File: config.mk
export PLATFORM = sky130hd
export DESIGN_NAME = audio_serial_tx
export DESIGN_NICKNAME = d
export VERILOG_FILES = /design/src/rtl/audio_serial_tx.sv
export SDC_FILE = /design/constraint.sdc
export NUM_CORES = 1
export LEC_CHECK = 0
export BUFFER_PORTS_ARGS = -buffer_cell sky130_fd_sc_hd__buf_2
export CAP_MARGIN = 20
export CORE_ASPECT_RATIO = 1.5
export CORE_MARGIN = 2
export CORE_UTILIZATION = 61
export CTS_CLUSTER_SIZE = 12
export DETAILED_ROUTE_END_ITERATION = 8
export HOLD_SLACK_MARGIN = 0.08
export PLACE_DENSITY = 0.83
export SYNTH_ARGS = -nofsm -noshare
export SYNTH_HDL_FRONTEND = slang
export SYNTH_SLANG_ARGS = --single-unit
File: constraint.sdc
create_clock -name clk -period 3.7 [get_ports clk]
set_input_delay 0 -clock clk [delete_from_list [all_inputs] [get_ports clk]]
set_output_delay 0 -clock clk [all_outputs]
set_load 0.1 [all_outputs]
File: src/rtl/audio_serial_tx.sv
// I2S transmitter: accepts left/right pairs through valid/ready into a one-pair
// holding register and serialises them MSB first against an internally divided bit clock.
module audio_serial_tx #(
    parameter int DATA_WIDTH = 16,
    parameter int BCLK_DIV   = 2
) (
    input  logic                  clk,
    input  logic                  reset_n,
    input  logic [DATA_WIDTH-1:0] audio_left_in,
    input  logic [DATA_WIDTH-1:0] audio_right_in,
    input  logic                  sample_valid,
    output logic                  sample_ready,
    output logic                  dac_bclk,
    output logic                  dac_lrclk,
    output logic                  dac_data,
    output logic                  frame_start,
    output logic                  underrun
);

    localparam int FRAME_BITS = 2 * DATA_WIDTH;
    localparam int CW         = (BCLK_DIV > 1) ? $clog2(BCLK_DIV) : 1;
    localparam int KW         = $clog2(FRAME_BITS);

    // Handshake: a pair transfers on any clk edge where sample_valid && sample_ready;
    // sample_ready is simply the registered "holding register empty" flag.
    logic [CW-1:0]         div_cnt;
    logic [KW-1:0]         bit_idx;
    logic [FRAME_BITS-1:0] shift_reg;
    logic [FRAME_BITS-1:0] hold_word;
    logic                  hold_full;
    logic                  div_wrap;
    logic                  fall_edge;
    logic                  frame_load;
    logic                  accept;
    logic [FRAME_BITS-1:0] load_word;

    assign div_wrap     = (div_cnt == CW'(BCLK_DIV - 1));
    assign fall_edge    = div_wrap && dac_bclk;
    assign frame_load   = fall_edge && (bit_idx == '0);
    assign accept       = sample_valid && !hold_full;
    assign sample_ready = !hold_full;

    always_comb begin
        load_word = '0;
        if (hold_full) begin
            load_word = hold_word;
        end
    end

    always_ff @(posedge clk) begin
        if (!reset_n) begin
            div_cnt     <= '0;
            bit_idx     <= '0;
            shift_reg   <= '0;
            hold_word   <= '0;
            hold_full   <= 1'b0;
            dac_bclk    <= 1'b0;
            dac_lrclk   <= 1'b0;
            dac_data    <= 1'b0;
            frame_start <= 1'b0;
            underrun    <= 1'b0;
        end else begin
            if (div_wrap) begin
                div_cnt  <= '0;
                dac_bclk <= !dac_bclk;
            end else begin
                div_cnt <= div_cnt + CW'(1);
            end

            frame_start <= frame_load;
            underrun    <= frame_load && !hold_full;

            // Serial outputs move only on the bclk falling edge; word select is
            // driven one bit early so it leads the data by one bclk.
            if (fall_edge) begin
                if (bit_idx == KW'(FRAME_BITS - 1)) begin
                    bit_idx <= '0;
                end else begin
                    bit_idx <= bit_idx + KW'(1);
                end
                dac_lrclk <= (bit_idx >= KW'(DATA_WIDTH - 1)) && (bit_idx <= KW'(FRAME_BITS - 2));
                if (bit_idx == '0) begin
                    dac_data  <= load_word[FRAME_BITS-1];
                    shift_reg <= {load_word[FRAME_BITS-2:0], 1'b0};
                end else begin
                    dac_data  <= shift_reg[FRAME_BITS-1];
                    shift_reg <= {shift_reg[FRAME_BITS-2:0], 1'b0};
                end
            end

            // A load empties a full register; an accept in the same clk can only
            // happen when it was already empty, so the load sends zeros.
            if (frame_load && hold_full) begin
                hold_full <= 1'b0;
            end else if (accept) begin
                hold_full <= 1'b1;
                hold_word <= {audio_left_in, audio_right_in};
            end
        end
    end

endmodule

; ---- Word level (Yosys, flattened, before mapping)
; Index checks and enable logic that the tools add are counted.
[totals]
ff_bits = 76
latchBits = 0
ram_bits = 0
romBits = 0
in_bits = 35
out_inout_bits = 6
wordCells = 33
memories = 0
[classes]
addsub = 2
multipliers = 0
div_mod_pow = 0
order_cmp = 2
n_eq_ne = 1
n_shift = 0
mux = 4
n_bitwise = 2
n_reduce_logical = 12
[ops]
columns = operator, n
row1 = 32-bit two-way mux, 2
row2 = 1-bit logical AND, 6
row3 = 5-bit by 1-bit adder with 5-bit output (second input constant), 1
row4 = 5-bit == test (second input constant), 1
row5 = 5-bit by 4-bit >= comparator with 1-bit output (second input constant), 1
row6 = 5-bit less-or-equal comparator (second input constant), 1
row7 = 5-bit logical NOT, 1
row8 = 5-bit two-way mux, 1
row9 = 2-bit OR reduction, 2
row10 = 1-bit logical NOT, 2
row11 = 1-bit inverter, 2
row12 = 2-bit AND reduction, 1
row13 = 1-bit adder (second input constant), 1
row14 = 1-bit two-way mux, 1

; ---- Longest topological paths before layout
[logic_depth]
word_depth = 5
depth_mapped = 7
depth_no_buf = 6

; ---- Worst setup path before layout
; OpenSTA, ideal clock, no wires.
[synth_timing]
path_kind = register to register
from = register dac_bclk
to = register bit_idx[2]
setup_time_ns = 0.076
arrival_ns = 1.921
required_time_ns = 3.624
slack_ns = 1.703
stages_incl_launch_ff = 4
n_path_buf = 0
synth_period_minus_slack_ns = 1.997
cell_sequence = dfxtp_1 -> nand2_1 -> or4b_1 -> a21boi_0
[synth_between]
elab_chain_len = 1
[synth_rtl]
columns = element, line_no
row1 = start: declaration, 13  ; output logic dac_bclk,
row2 = start signal: assignment, 65  ; dac_bclk <= !dac_bclk;
row3 = 1-bit logical AND, 38  ; assign fall_edge = div_wrap && dac_bclk;
row4 = end signal: assignment, 79  ; bit_idx <= bit_idx + KW'(1);
row5 = end: declaration, 27  ; logic [KW-1:0] bit_idx;
; No other way between the ends.
; A chain may end at the register's enable or synchronous reset.

; ---- Worst setup path in the final report
[layout_timing]
from = register hold_full
to = register hold_word[2]
[layout_between]
elab_chain_len = 3
elab_cells_between_ends = 5
[layout_rtl]
columns = element, line_no
row1 = start: declaration, 30  ; logic hold_full;
row2 = start signal: assignment, 56  ; hold_full <= 1'b0;
row3 = start signal: assignment, 94  ; hold_full <= 1'b0;
row4 = start signal: assignment, 96  ; hold_full <= 1'b1;
row5 = 1-bit logical NOT / 1-bit logical AND (equally long branches), "40, 93"
row6 = 1-bit logical AND / 1-bit inverter (equally long branches), -
row7 = 2-bit AND reduction (no source line) (*), -
row8 = end signal: assignment, 97  ; hold_word <= {audio_left_in, audio_right_in};
row9 = end: declaration, 29  ; logic [FRAME_BITS-1:0] hold_word;
; Every way passes the cells marked *; elsewhere a longest branch is shown, timed or not.

==> reports/results.env <==
CELLLEAKAGEPOWER_nW=1.75
ANT_NETS=0
INITIAL_UTILIZATION_PCT=63.4
GRT_FIRST_PASS_WIRELENGTH_UM=11100
FLOORPLAN.DIE_AREA_MM2=0.00598
YOSYSSEQAREASHARE_PCT=45.8
POST_DRT_VIA_CELL_RATIO=5.19
SYNTHESIS.YOSYS.WARNINGS=0
WORST_PATH_LARGEST_CELL_DELAY_PS=970
WORSTSKEWPAIRLATENCY_PS=360
WORST_IR_DROP_VDD_mV=0.355
MULTIINPUTGATEAREA_MM2=0.00161
DIE_Y_UM=93.8
SETUP_VIOLATION_TOTAL_IN_THE_FINAL_TIMING_REPORT=0
PWR_DENSITY_CELL_mW_PER_MM2=417
CORE_REGION_AREA_MM2=0.00516
INSERTEDDIODECOUNT=0
FIRST_GLOBAL_VIAS=2618
LARGEST_REGISTER_FFS=32
FINISH.INSTANCE_AREA_MM2=0.00399
I_O_PINS=41
WIRE_LENGTH_PER_CELL_UM=13.0
RRSETUPSLACK_PS=1510
FINAL_CELL_COUNT_NO_FILL=507
NUMCTSBUFFERS=9
CRIT_PATH_TOP_DELAY_CELL='sky130_fd_sc_hd__dfxtp_1'
TRITONCTS='built'
PLACED_CELL_AREA_MM2=0.00344
LAYOUT_CELLS_SIZED_ABOVE_1_PCT=15.5
SEQUENTIAL_CELL_AREA_MM2=0.00150
CP-END-KIND='register'
SYNTHESIS.NETS=411
TOTAL_NUMBER_OF_VIAS=2630
FINAL_TOTAL_NEGATIVE_SETUP_SLACK_PS=0
TIMING.SLEW.HEADROOM_PCT=34.9
SYNTH.AVG_CELL_AREA_UM2=8.83
NNETSFINAL=474
NUMBER_OF_ANTENNA_VIOLATIONS_AT_THE_FIRST_CHECK_IN_GLOBAL_ROUTING=0
CTSHTREEMAXLEVEL=3
TOP_FANOUT_VALUE_ON_THE_CRITICAL_PATH=37
GRT_START_MAX_NET_PINS=45
WORSTPATHBUFFERINVERTERCOUNT=1
CLK_TRANSITION_REPORTED_PATHS_PS=70
HOLD_VIOLATION_TOTAL_FROM_THE_FINAL_REPORT=0
FLOW.AREA_GROWTH_FROM_SYNTHESIS_PCT=21.8
TIMING_WORST_SETUP_PATH_TYPE='register to register'
ROW_COUNT=32
MIN_PERIOD_PS=2190
YOSYS_REGISTER_BITS=75
SEQUENCE_OF_CELLS_ON_THE_CRITICAL_PATH='nand2b_1 > buf_4 > nand2_1 > a21boi_0'
CLOCK.FMAX_GHz=0.457
REPORT.POWER.TOTAL_W=0.00166
CP_DATA_ARRIVAL_TIME_PS=2460
TOTAL_ROUTED_WIRELENGTH_UM=6570
PLACEMENT.IO_BUFFERS=40
GP_CONGESTION=0.721
RUN_STATUS='finished, final reports clean'
DRT-PASS1-ITER-COUNT=4
CELL_VARIETY_AFTER_SYNTH=33
GRT-OVFL-TOTAL=0
PLACE.DETAILED.HPWL_UM=3860
HOLDWS_PS=200
PERIOD_SHARE_PCT=59.1
CRITICAL_PATH.STARTPOINT_TYPE='register'
HOLD_CLASS='primary input to register'
DRC=0
POST_SYNTHESIS_CELL_AREA_MM2=0.00328
SLEW_VIOLATIONS=0
CLOCK_TREE.ROOT_CELL='sky130_fd_sc_hd__clkbuf_8'
CTS_BUFFER_DEPTH=2
DIE_W_UM=63.8
SYNTH_CELLS=371
FILL_CELLS=371
UNREPAIRED_SETUP_ENDPOINTS_AFTER_GLOBAL_ROUTING='no'
FIN_WORST_SKEW_PS=9.48
FIRST_DRT_ITERATION_DRCS=147
GROUTE.USAGE.OVERALL_PCT=23.8
TIGHTESTPINTRANSITION_PS=975
WORSTPATHREQUIRED_PS=3970
CPLARGESTDELAYFAMILY='flip-flops'
POSTCTSSETUPBUFFERS=0
DPL.CELL_COUNT=457
MAX_CAP_VIOL_COUNT=0
CTS_SINKS=75
synth_stat cells:
| library cell | n | area share [%] |
|---|---|---|
| sky130_fd_sc_hd__o31ai_1 | 1 | 0.23 |
| sky130_fd_sc_hd__or4b_1 | 1 | 0.31 |
| sky130_fd_sc_hd__clkbuf_1 | 10 | 1.1 |
| sky130_fd_sc_hd__nand2b_1 | 1 | 0.19 |
| sky130_fd_sc_hd__a21boi_1 | 7 | 1.6 |
| sky130_fd_sc_hd__nor3_1 | 1 | 0.15 |
| sky130_fd_sc_hd__or4_1 | 1 | 0.23 |
| sky130_fd_sc_hd__a31oi_1 | 2 | 0.38 |
| sky130_fd_sc_hd__or3_1 | 1 | 0.19 |
| sky130_fd_sc_hd__nand4_1 | 2 | 0.38 |
| sky130_fd_sc_hd__o21ai_1 | 26 | 4.0 |
| sky130_fd_sc_hd__xor2_1 | 1 | 0.27 |
| sky130_fd_sc_hd__dfxtp_1 | 75 | 46 |
| sky130_fd_sc_hd__o21ai_0 | 6 | 0.92 |
| sky130_fd_sc_hd__inv_1 | 4 | 0.46 |
| sky130_fd_sc_hd__nand2_1 | 102 | 12 |
| sky130_fd_sc_hd__buf_6 | 1 | 0.34 |
| sky130_fd_sc_hd__clkbuf_2 | 3 | 0.46 |
| sky130_fd_sc_hd__nand3_1 | 1 | 0.15 |
| sky130_fd_sc_hd__and4_2 | 1 | 0.31 |
| sky130_fd_sc_hd__o211a_1 | 1 | 0.31 |
| sky130_fd_sc_hd__buf_12 | 3 | 1.8 |
| sky130_fd_sc_hd__mux2i_1 | 31 | 9.5 |
| sky130_fd_sc_hd__ha_1 | 5 | 1.9 |
| sky130_fd_sc_hd__nor4b_2 | 1 | 0.46 |
| sky130_fd_sc_hd__o21ai_2 | 2 | 0.53 |
| sky130_fd_sc_hd__nand3b_1 | 1 | 0.23 |
| sky130_fd_sc_hd__buf_2 | 9 | 1.4 |
| sky130_fd_sc_hd__and3_2 | 2 | 0.46 |
| sky130_fd_sc_hd__nor2b_1 | 2 | 0.38 |
| sky130_fd_sc_hd__nor2_1 | 2 | 0.23 |
| sky130_fd_sc_hd__and2_1 | 34 | 6.5 |
| sky130_fd_sc_hd__a21boi_0 | 31 | 7.1 |
cell usage in the layout, fill, tap and decap left out, types with 2 or more instances in the layout:
cell | netlist | routed
sky130_fd_sc_hd__buf_2 | 9 | 40
sky130_fd_sc_hd__clkinv_2 | 0 | 3
sky130_fd_sc_hd__inv_1 | 4 | 4
sky130_fd_sc_hd__o21ai_2 | 2 | 2
sky130_fd_sc_hd__o21ai_0 | 6 | 6
sky130_fd_sc_hd__a31oi_1 | 2 | 2
sky130_fd_sc_hd__mux2i_1 | 31 | 31
sky130_fd_sc_hd__buf_4 | 0 | 4
sky130_fd_sc_hd__and2_1 | 34 | 34
sky130_fd_sc_hd__dlygate4sd3_1 | 0 | 33
sky130_fd_sc_hd__and3_2 | 2 | 2
sky130_fd_sc_hd__dfxtp_1 | 75 | 75
sky130_fd_sc_hd__a21boi_1 | 7 | 6
sky130_fd_sc_hd__a21boi_0 | 31 | 31
sky130_fd_sc_hd__nand4_1 | 2 | 2
sky130_fd_sc_hd__clkbuf_8 | 0 | 10
sky130_fd_sc_hd__nor2_1 | 2 | 2
sky130_fd_sc_hd__o21ai_1 | 26 | 26
sky130_fd_sc_hd__ha_1 | 5 | 5
sky130_fd_sc_hd__nand2_1 | 102 | 102
where the power goes:
group          internal, W  switching (W)
clock network     0.000326       0.000290
registers         0.000833      0.0000219
logic            0.0000897       0.000104
total              0.00125       0.000416
cell families after synthesis:
| group | share of synthesized area [%] |
|---|---|
| flops | 45.8 |
| simple gates | 21.8 |
| buf+inv | 5.61 |
| mux | 9.47 |
| fa+ha+maj | 1.91 |
| xor+xnor | 0.267 |
| compound gates | 15.0 |
worst paths after layout:
kind	cells after the start	from	endpoint
worst max-delay path	4	hold_full$_SDFFE_PP0P_	hold_word[2]$_SDFFE_PN0P_
worst min-delay path	2	reset_n	bit_idx[4]$_SDFFE_PN0N_
worst max register to register	4	hold_full$_SDFFE_PP0P_	hold_word[2]$_SDFFE_PN0P_
worst min register to register	2	shift_reg[8]$_SDFFE_PN0N_	shift_reg[8]$_SDFFE_PN0N_
layout make-up:
type,instances,area share [%]
Timing Repair Buffer,78,14.7
Sequential cell,75,37.6
Clock inverter,5,1.32
Clock buffer,11,3.54
Tap cell,68,2.13
Multi-Input combinational cell,266,40.2
Inverter,4,0.376
worst reg2reg max path, stage by stage, from the launching register on:
cell and delay, ps:
sky130_fd_sc_hd__dfxtp_1 970, sky130_fd_sc_hd__nand2b_1 570, sky130_fd_sc_hd__buf_4 320, sky130_fd_sc_hd__nand2_1 80, sky130_fd_sc_hd__a21boi_0 170
stage by stage:
step	util (%)	setup slack, ps
global placement	66.5	1570
detailed placement	66.5	1480
floorplan	-	1700
finish	77.2	1510
CTS	76.7	1460
global route	77.2	1230
metal layers:
metal | up-vias | share of wire (%) | global-route usage [%]
met1 | 1217 | 44 | 25.8
li1 | 1354 | - | -
met2 | 50 | 51 | 42.9
met5 | - | 0 | 0
met3 | 9 | 2.8 | 4.44
met4 | 0 | 2.7 | 12.9
repair_timing:
item                      in CTS  in global routing
hold buffers                  33                  0
hold endpoints to repair      33                  0
gates resized for setup        0                  0
No activity file was read; power rests on OpenSTA's default activity.
